==> src/rtl/mult.sv <==
// mult: 32x32 -> 64 sequential shift-add multiplier, 32 iterations per operation.
// Define MULT_SIGNED_EN to compile in signed (MULT) mode; otherwise Signed is ignored.
module mult (
    input  logic        clk,
    input  logic        reset,
    input  logic        validIn,
    input  logic [31:0] SrcA,
    input  logic [31:0] SrcB,
    input  logic        Signed,
    output logic        validOut,
    output logic [31:0] Hi,
    output logic [31:0] Lo
);
    typedef enum logic [1:0] {IDLE, BUSY, DONE} state_t;
    state_t      r_state;
    logic [63:0] r_mcand;
    logic [63:0] r_acc;
    logic [31:0] r_mplier;
    logic [4:0]  r_cnt;
    logic [31:0] w_mag_a;
    logic [31:0] w_mag_b;
    logic [63:0] w_sum;
    logic [63:0] w_prod;
    assign w_sum = r_acc + (r_mplier[0] ? r_mcand : 64'd0);
`ifdef MULT_SIGNED_EN
    logic r_neg;
    // Magnitudes are multiplied unsigned; 0x80000000 negates to itself, which is 2^31 unsigned.
    assign w_mag_a = (Signed && SrcA[31]) ? -SrcA : SrcA;
    assign w_mag_b = (Signed && SrcB[31]) ? -SrcB : SrcB;
    assign w_prod  = r_neg ? -w_sum : w_sum;
    always_ff @(posedge clk) begin
        if (reset)
            r_neg <= 1'b0;
        else if (validIn && r_state != BUSY)
            r_neg <= Signed && (SrcA[31] ^ SrcB[31]);
    end
`else
    logic w_unused_signed;
    assign w_unused_signed = Signed;
    assign w_mag_a = SrcA;
    assign w_mag_b = SrcB;
    assign w_prod  = w_sum;
`endif
    always_ff @(posedge clk) begin
        if (reset) begin
            r_state  <= IDLE;
            validOut <= 1'b0;
            Hi       <= 32'd0;
            Lo       <= 32'd0;
            r_acc    <= 64'd0;
            r_cnt    <= 5'd0;
            r_mcand  <= 64'd0;
            r_mplier <= 32'd0;
        end else begin
            validOut <= 1'b0;
            case (r_state)
                BUSY: begin
                    r_acc    <= w_sum;
                    r_mcand  <= r_mcand << 1;
                    r_mplier <= r_mplier >> 1;
                    r_cnt    <= r_cnt + 5'd1;
                    if (r_cnt == 5'd31) begin
                        Hi       <= w_prod[63:32];
                        Lo       <= w_prod[31:0];
                        validOut <= 1'b1;
                        r_state  <= DONE;
                    end
                end
                default: begin
                    if (validIn) begin
                        r_mcand  <= {32'd0, w_mag_a};
                        r_mplier <= w_mag_b;
                        r_acc    <= 64'd0;
                        r_cnt    <= 5'd0;
                        r_state  <= BUSY;
                    end else begin
                        r_state  <= IDLE;
                    end
                end
            endcase
        end
    end
endmodule

==> config.mk <==
export PLATFORM = sky130hd
export DESIGN_NAME = mult
export DESIGN_NICKNAME = d
export VERILOG_FILES = /design/src/rtl/mult.sv
export SDC_FILE = /design/constraint.sdc
export NUM_CORES = 1
export LEC_CHECK = 0
export CAP_MARGIN = 20
export CELL_PAD_IN_SITES_DETAIL_PLACEMENT = 0
export CELL_PAD_IN_SITES_GLOBAL_PLACEMENT = 1
export CORE_ASPECT_RATIO = 0.5
export CORE_MARGIN = 2
export CORE_UTILIZATION = 36
export DETAILED_ROUTE_END_ITERATION = 10
export PLACE_DENSITY = 0.66
export SYNTH_ARGS = -nofsm -noshare
export SYNTH_HDL_FRONTEND = slang
export SYNTH_SLANG_ARGS = --single-unit
==> constraint.sdc <==
create_clock -name clk -period 5.9 [get_ports clk]
set_input_delay 1.18 -clock clk [delete_from_list [all_inputs] [get_ports clk]]
set_output_delay 1.18 -clock clk [all_outputs]
set_load 0.005 [all_outputs]
; Yosys cells after proc, flatten, opt, wreduce, memory -nomap -nowiden
; Index checks and enable logic that the tools add are counted.
[op_classes]
bitwise_logic = 1
n_reduce_logical = 4
mux = 13
n_eq_ne = 3
n_addsub = 2
[ops]
columns = op, count
row1 = two-way mux 64 bit, 5
row2 = adder 64 bit, 1
row3 = two-way mux 31 bit, 2
row4 = two-way mux 5 bit, 2
row5 = adder 5 x 1 -> 5 bit (second input constant), 1
row6 = equality test 5 bit (second input constant), 1
row7 = two-way mux 2 bit, 2
row8 = OR reduction 2 bit, 2
row9 = equality test 2 x 1 -> 1 bit (second input constant), 1
row10 = two-way mux 1 bit, 2
row11 = != test 2 bit (second input constant), 1
row12 = AND reduction 2 bit, 1
row13 = nonzero test 2 bit, 1
row14 = inverter 1 bit, 1
[totals]
ff_bits = 232
out_inout_bits = 65
inputBits = 68

; Logic depth before layout (Yosys ltp)
[depth]
depth_word = 3
mapped_depth = 15
ltp_nobuf = 13

; Worst setup path before layout
; No wires, ideal clock.
[synth_timing]
path_type = register to register
from = register r_mplier[0]
to = register r_acc[57]
setup_time_ps = 117
synth_period_minus_slack_ps = 3585
path_slack_ps = 2315
arrival_ps = 3468
required_time_ps = 5783
path_stages_with_launch = 16
path_cell_list = dfxtp_1 -> clkbuf_1 -> clkbuf_1 -> and2_1 -> ha_1 -> clkbuf_1 -> a21o_1 -> a21o_1 -> a21oi_1 -> a21boi_0 -> nor3_1 -> o311ai_1 -> a311oi_1 -> o21ai_0 -> xor2_1 -> a22o_1
[synth_via]
elab_chain_len = 3
[synth_lines]
columns = element, line
row1 = "start, declared", 18  ; logic [31:0] r_mplier;
row2 = "start signal, assigned", 60  ; r_mplier <= r_mplier >> 1;
row3 = "start signal, assigned", 72  ; r_mplier <= w_mag_b;
row4 = two-way mux 64 bit, 24  ; assign w_sum = r_acc + (r_mplier[0] ? r_mcand : 64'd0);
row5 = adder 64 bit, 24
row6 = two-way mux 64 bit, 56  ; case (r_state)
row7 = "end signal, assigned", 58  ; r_acc <= w_sum;
row8 = "end, declared", 17  ; logic [63:0] r_acc;
; No other way between the ends.
; A chain may end at the register's enable or synchronous reset.

; Worst setup path after layout
[layout_timing]
from = register r_mplier[0]
to = register Hi[28]
[layout_via]
elab_chain_len = 2
[layout_lines]
columns = element, line
row1 = two-way mux 64 bit, 24
row2 = adder 64 bit, 24
row3 = "end signal, assigned", 63  ; Hi <= w_prod[63:32];
row4 = "end, declared", 11  ; output logic [31:0] Hi,
; No other way between the ends.

==> metrics.md <==
| Metric | Value |
|---|---|
| Status | completed |
| Seq/Total Area, Yosys | 0.3506 |
| M1 WL | 20000 um |
| Met2 wire len | 16990 um |
| Max_cap viols | 0 |
| Initial DRC count | 772 |
| Largest net degree at the start of global routing | 111 |
| Most frequent cells in the layout | dfxtp_1, nand2_1, a21oi_1 |
| Peak supply drop | 0.0001660 V |
| TritonCTS clock tree | yes |
| Post-cts sizing count | 0 |
| Setup tns final | 0 ns |
| Buffer depth of the longest clock path | 3 |
| Static leakage | 0.006170 uW |
| YS warnings | 0 |
| Async S/R FF share, synth | 0 |
| Adder-cell share of the synthesized area | 0.06290 |
| Global-route wire length before repair | 63270 um |
| Syn_nets | 1771 |
| Worst setup EP type | register |
| Synth Area in XOR/XNOR | 0.04203 |
| Layout cells sized above 1 | 0.04299 |
| First-pass DRT Iterations | 5 |
| Slew @ Worst Pin | 1.051 ns |
| Routed Antenna Nets | 0 |
| Ant diodes | 0 |
| Pre-CTS worst setup slack | 1.265 ns |
| Antenna violations before repair | 0 |
| RSZ-0062 raised after global routing | no |
| Slowest CP cell | dfxtp_1 |
| Hold Violations, Final | 0 |
| Layout fillers | 3632 |
| Fin crit period | 4.630 ns |
| Chip width | 275.3 um |
| Routed len/inst | 17.88 um |
| Synth unique cells | 63 |
| Total number of vias | 11780 |
| Met3 WL | 1352 um |
| Yosys reg bits | 232 |
| Share of synthesized area spent on multiplexers | 0.05062 |
| Final nets | 1814 |
| Max-slew headroom | 0.2975 |
| Utilization after layout | 0.4348 |
| Tcrit/Tclk final | 0.7848 |
| Fmax | 216.0 MHz |
| Post-synthesis compound-gate area fraction | 0.2307 |
| Drt via density | 5.399 |
| Core Rows | 49 |
| GP Congestion | 0.8737 |
| Hold Crit Class | register to register |
| Final Max Tran Viols | 0 |
| Hpwl dp | 27490 um |
| Worst-skew pair later-pin latency | 0.54 ns |
| Hold_buf cts | 0 |
| Slowest cell delay on critical path | 0.69 ns |
| Total CTS buffers | 24 |
| CP max FO | 22 |
| Syn avg cell area | 8.093 sq um |
| CTS Root Cell | clkbuf_16 |
| DRC violations left | 0 |
| Reg area | 4644 sq um |
| Top FF cell, synth | dfxtp_1 |
| Synthesized cell area | 13250 sq um |
| Buffers on Ports | 131 |
| Setup ws final | 1.270 ns |
| Setup Skew | 0.009336 ns |
| Setup Viol. Count Final | 0 |
| Multi-input combinational cell area | 8074 sq um |
| CORE AREA | 36110 sq um |
| P per Cell Area | 231.9 nW/um^2 |
| Cell chain of the critical path | buf_4, and2_1, ha_1, fa_1, a211oi_1, o21a_1, o31a_2, nor3_1, o21ai_0, a21oi_1, nor3_1, buf_4, or4_1, a31oi_1 |
| Number of synthesized flops with an enable pin | 0 |
| Post-CTS setup buffers | 0 |
| Worst endpoint required time | 6.36 ns |
| Commonest non-fill, non-tap cell in the layout | dfxtp_1 |
| Clock-pin transition on the worst setup and hold timing paths | 0.06 ns |
| Total gr overflow | 0 |
| Clk sink count | 232 |
| Highest Signal Layer | met4 |
| Number of global-route vias before repair | 11510 |
| Setup crit start kind | register |
| Die H | 139.6 um |
| Largest family of logic cells by synthesized area | compound AO/OA/AOI/OAI gates |
| Total Routing Usage GR | 0.2018 |
| Starting density of the core | 0.3669 |
| H-tree levels | 1 |
| Critical Path AT | 5.09 ns |
| WS Path Type | register to register |
| Simple-gate share of the synthesized area | 0.2207 |
| Final wirelength | 39020 um |
| Syn Inst Count | 1637 |
| Die ar. | 38440 sq um |
| Top-level port count | 133 |
| Worst Hold Slack | 0.4529 ns |
| Area Overhead vs Synth | 18.52% |
## cells by family after synthesis
group / Yosys count
simple gates: 589
compound gates: 474
flops: 232
buf+inv: 147
mux: 67
fa+ha+maj: 66
xor+xnor: 62
## power by group
part	internal (uW)	switching [uW]	total, uW
clock network	1020	691	1710
registers	1610	30.6	1640
logic	120	169	289
## registers in the layout, summed over array words and instances (netlist names)
register,count
Hi,32
Lo,32
r_acc,64
r_cnt,5
r_mcand,64
r_mplier,32
r_state,2
validOut,1
## worst max-delay path: cells and delay by family, from the launching register on
family                     cells  cell delay [ns]
AOI/OAI and AO/OA              6             1.53
DFF                            1             0.69
and+or+nand+nor                4             1.32
adders and majority gates      2             0.44
buffers and inverters          2             0.56
## synthesized netlist by cell type (35+ instances only)
cell type  number  area [sq um]
nand2_1       194         728.2
mux2i_1        67         670.6
a21o_1         35         262.8
ha_1           65         813.3
clkbuf_1      106         397.9
nor2_1        140         525.5
nand3b_1       41         307.8
a211oi_1       72         540.5
o21ai_0        54         270.3
dfxtp_1       232          4644
a21oi_1       189         945.9
xnor2_1        37         324.1
and2_1         71         444.2
## layout make-up
cell class                 instances  share of cell area
clock buffer                      31             0.04255
clock inverter                    13             0.01291
inverter                          19            0.004542
multi-input combinational       1258              0.5142
sequential                       232              0.2958
tap                              484             0.03857
timing repair buffer             145             0.09140
## layer usage
layer	vias to the layer above	track usage
li1	5954	-
met1	5588	0.2967
met2	192	0.3110
met3	46	0.02847
met4	0	0.04438
met5	-	0
## final timing paths
| check | from | to | slack [ns] | cells past startpoint |
|---|---|---|---|---|
| max | r_mplier[0] | Hi[28] | 1.27 | 14 |
| min | Hi[17] | Hi[17] | 0.45 | 2 |
| max reg2reg | r_mplier[0] | Hi[28] | 1.27 | 14 |
| min reg2reg | Hi[17] | Hi[17] | 0.45 | 2 |
## stage by stage
step	power, uW	area, sq um	std cells
after floorplan	1856	13250	1637
after global placement	1956	14800	2137
after detailed placement	1963	14800	2137
after CTS	3693	15670	2181
after global routing	3794	15700	2182
final	3641	15700	2182
Power figures use the tool's default switching activity.
==> patch 1, RTL diff (same flow settings) <==
Build with the macro `MULT_SIGNED_EN` defined.
--- a/src/rtl/mult.sv
+++ b/src/rtl/mult.sv
@@ -1,5 +1,7 @@
 // mult: 32x32 -> 64 sequential shift-add multiplier, 32 iterations per operation.
 // Define MULT_SIGNED_EN to compile in signed (MULT) mode; otherwise Signed is ignored.
+`define MULT_SIGNED_EN
+
 module mult (
     input  logic        clk,
     input  logic        reset,
Check against the original RTL: no difference found for any inputs over 10 cycles, from zero or initial values and one cycle with reset high; that may be too few to reach the edited logic, so the function may still have changed.
==> patch 1 against the original RTL <==
Synthesized area is 25% higher. Worst setup slack worse by 880 ps. Final area rose by 23%. Wire length up 49%. Total power is 3.7% higher. First-iteration DRC count is 80% higher. Sequential cell count rose by 1. Hold slack better by 6.5 ps. Final cell count is 35% higher. Largest power group is now sequential cells. Largest cell class unchanged.
==> patch 1: results (changes against the original RTL) <==
metric	value	unit	change
synth_common_cells	nor2_1, a21oi_1, dfxtp_1		was dfxtp_1, nand2_1, a21oi_1
grt_pass1_vias	15500		was 11,500
tightest_slew	940	ps	was 1050 ps
clock_latency	550	ps	
numCtsBuffers	24		unchanged
dp_hpwl	44000	um	was 27,500 um
place_area	18500	um^2	was 14,800 um^2
skew	26.3	ps	was 9.34 ps
yosysWarnings	0		unchanged
r2r_slack	390	ps	was 1270 ps
arrival	5960	ps	was 5090 ps
synth_xor_area_frac	0.0822		was 0.0420
grt_pass1_wl	90700	um	was 63,300 um
synthFlopType	dfxtp_1		unchanged
vias	16600		was 11,800
grt_max_degree	96		was 111
cp_top_family	simple AND/OR/NAND/NOR gates		was compound AO/OA/AOI/OAI gates
muxShareOfSynthArea	0.00964		was 0.0506
synthArstFlopShare	0		unchanged
io_buffers	132		was 131
cts-root-buf	clkbuf_16		unchanged
grt_use_total	0.238		was 0.202
hold_path_class	reg -> reg		unchanged
cts_setup_buffers	0		unchanged
syn_nets	2408		was 1,771
drive_above_1_share	0.0520		was 0.0430
rr_worst_depth	18		was 14
critPathMaxFanout	36		was 22
seq_area_frac_synth	0.281		was 0.351
final_nets	2469		was 1,814
cts_max_path_buffers	3		unchanged
synth_compound_gate_area_share	0.263		was 0.231
top_regs	r_acc (64), r_mcand (64)		unchanged
crit_path_top_delay_cell	or4_1		was dfxtp_1
ir_drop	0.179	mV	was 0.166 mV
synthAdderAreaFrac	0.0524		was 0.0629
ys_top_cells_by_area	dfxtp_1, nor2_1, a21oi_1		was dfxtp_1, a21oi_1, ha_1
drtPass1Iterations	5		unchanged
gp_congestion	0.976		was 0.874
initialDrtViolationCount	1388		was 772
synth_cell_type_count	81		was 63
outcome	finished clean		unchanged
wire_per_inst	19.8	um	was 17.9 um
p_leak	7.57	nW	was 6.17 nW
antenna_found_initial	0		unchanged
antenna_cells	0		unchanged
hold_depth	2		unchanged
cts_htree_levels	1		unchanged
slowest_delay	590	ps	was 690 ps
clk_pin_slew	60	ps	about the same
==> patch 1: cell types whose count changed in the layout (fill, tap and decap cells not counted), sizes merged, moves of 38 or more <==
cell	before	now
a211oi	72	111
a21oi	189	275
and3	6	96
mux2i	67	16
nand2	194	136
nand3b	41	3
nor2	140	400
o21ai	54	121
xnor2	37	75
xor2	24	81
==> patch 1: through the flow <==
| stage | utilization | instances | setup WS, ps | hold slack (ps) | power [mW] |
|---|---|---|---|---|---|
| 2_1_floorplan | - | 2271 | 1170 | 448 | 2.06 |
| 3_3_place_gp | 0.408 | 2903 | -848 | 451 | 2.28 |
| 3_5_place_dp | 0.408 | 2904 | 23.5 | 451 | 2.28 |
| 4_1_cts | 0.425 | 2946 | 304 | 465 | 3.83 |
| 5_1_grt | 0.425 | 2946 | 28.2 | 489 | 3.96 |
| 6_report | 0.425 | 2946 | 390 | 459 | 3.78 |
==> patch 1: path summary, 6_finish.rpt <==
path                     from     end
setup reg to reg  r_mplier[0]  Hi[30]
setup / recovery  r_mplier[0]  Hi[30]
hold reg to reg        Hi[18]  Hi[18]
hold / removal         Hi[18]  Hi[18]
==> patch 1: worst min-delay path: stages (launching register included) <==
cell and delay [ps]:
dfxtp_1 310, nand2_1 50, a21oi_1 50
==> patch 1: layout make-up <==
class	instances	area (um^2)
flip-flops and latches	233	4670
repair buffers	180	1690
inverters	25	93.8
multi-input cells	1868	11300
fillers	4749	26100
clock inverters	4	45.0
well taps	598	748
clock buffers	38	714
==> patch 1: cells by family after synthesis <==
logic type               after synthesis
adder cells (fa/ha/maj)               69
XOR/XNOR                             156
AO/OA/AOI/OAI                        696
flip-flops                           233
AND/OR/NAND/NOR                      931
buffers and inverters                170
multiplexers                          16
==> patch 1: layer usage <==
layer | up-vias | global-route usage | share of wire
li1 | 8335 | - | -
met1 | 7896 | 0.351 | 0.51
met2 | 332 | 0.358 | 0.42
met3 | 53 | 0.0452 | 0.054
met4 | 0 | 0.0451 | 0.019
met5 | - | 0 | 0
==> patch 1: where the power goes <==
group          internal, mW  total (mW)  switching (mW)
registers              1.61        1.64          0.0297
clock network         0.869        1.54           0.668
logic                 0.220       0.596           0.375
total                  2.70        3.78            1.07
==> patch 1: repair_timing <==
action | in CTS | in global routing
gates cloned | 0 | 0
resized for setup | 1 | 2
setup endpoints to repair | 1 | 4
==> patch 2, RTL diff (same flow settings) <==
Without the edit above. Put one more register stage on the output `Lo`, without a reset. The value now appears one clock later. The other outputs are not delayed to match.
--- a/src/rtl/mult.sv
+++ b/src/rtl/mult.sv
@@ -12,6 +12,8 @@
     output logic [31:0] Lo
 );
     typedef enum logic [1:0] {IDLE, BUSY, DONE} state_t;
+
+    logic [31:0] Lo_s0;
     state_t      r_state;
     logic [63:0] r_mcand;
     logic [63:0] r_acc;
@@ -46,7 +48,7 @@
             r_state  <= IDLE;
             validOut <= 1'b0;
             Hi       <= 32'd0;
-            Lo       <= 32'd0;
+            Lo_s0    <= 32'd0;
             r_acc    <= 64'd0;
             r_cnt    <= 5'd0;
             r_mcand  <= 64'd0;
@@ -61,7 +63,7 @@
                     r_cnt    <= r_cnt + 5'd1;
                     if (r_cnt == 5'd31) begin
                         Hi       <= w_prod[63:32];
-                        Lo       <= w_prod[31:0];
+                        Lo_s0    <= w_prod[31:0];
                         validOut <= 1'b1;
                         r_state  <= DONE;
                     end
@@ -80,5 +82,9 @@
             endcase
         end
     end
+    always_ff @(posedge clk) begin
+        Lo <= Lo_s0;
+    end
+
 endmodule
 
Function: no difference found for any inputs over 4 cycles, from zero or initial values and one cycle with reset high; that may be too few to reach the edited logic, so the function may still have changed.
==> patch 2 against the original RTL <==
Global-route usage is 0.28 points lower. Wire length increased by 3.4%. Final cell count up 4.4%. Synthesized area up 5.2%. Sequential cell count grew 32. Worst setup slack better by 400 ps. Total power up 5.5%. Final area up 4.4%.
==> patch 2: results (changes against the original RTL) <==
metric	value	unit	change
hold_depth	0		was 2
design.seq.count	264		was 232
skew	14.7	ps	was 9.34 ps
cts_resized	0		unchanged
critPathMaxFanout	28		was 22
numCtsBuffers	26		was 24
inv_count	22		was 19
p_leak	6.64	nW	was 6.17 nW
wl	40300	um	was 39,000 um
whs	351	ps	was 453 ps
routed_via_density	5.33		was 5.40
multi_input_area	8090	um^2	was 8070 um^2
sh_seq_area	0.322		was 0.296
rr_worst_depth	13		was 14
ys_top_cells_by_area	dfxtp_1, a21oi_1, ha_1		unchanged
grt_pass1_vias	12000		was 11,500
reg2reg_to	r_acc[44]		was Hi[28]
synthArstFlopShare	0		unchanged
use_met3	0.0314		was 0.0285
cts_max_path_buffers	3		unchanged
synth_common_cells	dfxtp_1, nand2_1, a21oi_1		unchanged
wl_met2	17700	um	was 17,000 um
arrival	4670	ps	was 5090 ps
clock_latency	560	ps	was 540 ps
r2r_slack	1670	ps	was 1270 ps
fillers	3879		was 3,632
utilization	0.434		was 0.435
gr-usage-met2	0.320		was 0.311
gr-usage-met1	0.285		was 0.297
dp_hpwl	27700	um	was 27,500 um
dp.cells	2231		was 2,137
core-area	37800	um^2	was 36,100 um^2
wl_met1	20800	um	was 20,000 um
wl_met3	1300	um	was 1350 um
gp_congestion	0.906		was 0.874
num-clock-buffers	36		was 31
netlist_instances	1698		was 1,637
bufAreaShareNonClock	0.0875		was 0.0914
fin_cells	2279		was 2,182
seq_area_frac_synth	0.379		was 0.351
multi_input_gates	1279		was 1,258
syn_nets	1832		was 1,771
setup_viol	0		unchanged
grt_use_total	0.199		was 0.202
clk_share	0.0521		was 0.0555
signal_buffers	146		was 145
min_to	Lo[20]		was Hi[17]
outcome	finished clean		unchanged
ir_drop	0.192	mV	was 0.166 mV
hp-start	Lo_s0[20]		was Hi[17]
place_area	15500	um^2	was 14,800 um^2
antenna_cells	0		unchanged
initialDrtViolationCount	697		was 772
## patch 2: cell count changes after synthesis, sizes merged, moves of 5 or more
| cell | delta |
|---|---|
| xnor2 | -14 |
| and4 | +5 |
| clkbuf | +7 |
| dfxtp | +32 |
| a22o | -21 |
| nor3 | +7 |
| a211oi | -7 |
| nand3 | +24 |
| mux2i | +5 |
| nand2b | +5 |
| a21o | +10 |
| and3 | +6 |
## patch 2: critical path: stages, from the launching register on
cell and delay [ps]:
dfxtp_1 310, buf_4 210, and2_1 190, ha_1 210
fa_1 430, a211oi_1 450, o311a_1 240, o21ai_0 180
a311o_1 520, a211o_1 370, a211o_1 420, a21oi_2 250
nor4_1 70, a211o_1 260
## patch 2: worst max path at each step
stage | from | endpoint | slack, ps | cells after the start
floorplan | r_mplier[0] | r_acc[44] | 2450 | 14
CTS | r_mplier[0] | r_acc[44] | 1710 | 13
detailed placement | r_mplier[0] | r_acc[44] | 1730 | 13
finish | r_mplier[0] | r_acc[44] | 1670 | 13
global route | r_mplier[0] | r_acc[44] | 1400 | 13
global placement | r_mplier[0] | r_acc[44] | 1770 | 13
## patch 2: power breakdown
part	internal, mW	leakage (nW)	total [mW]	switching [mW]
registers	1.82	2.14	1.85	0.0281
clock network	0.934	0.413	1.69	0.756
logic	0.120	4.09	0.298	0.177
## patch 2: cell families after synthesis
| group | count (synthesis) | share of synthesized area |
|---|---|---|
| XOR/XNOR | 51 | 0.0321 |
| adder cells (fa/ha/maj) | 66 | 0.0598 |
| AND/OR/NAND/NOR | 629 | 0.226 |
| multiplexers | 72 | 0.0517 |
| buffers and inverters | 155 | 0.0420 |
| flip-flops | 264 | 0.379 |
| AO/OA/AOI/OAI | 461 | 0.209 |
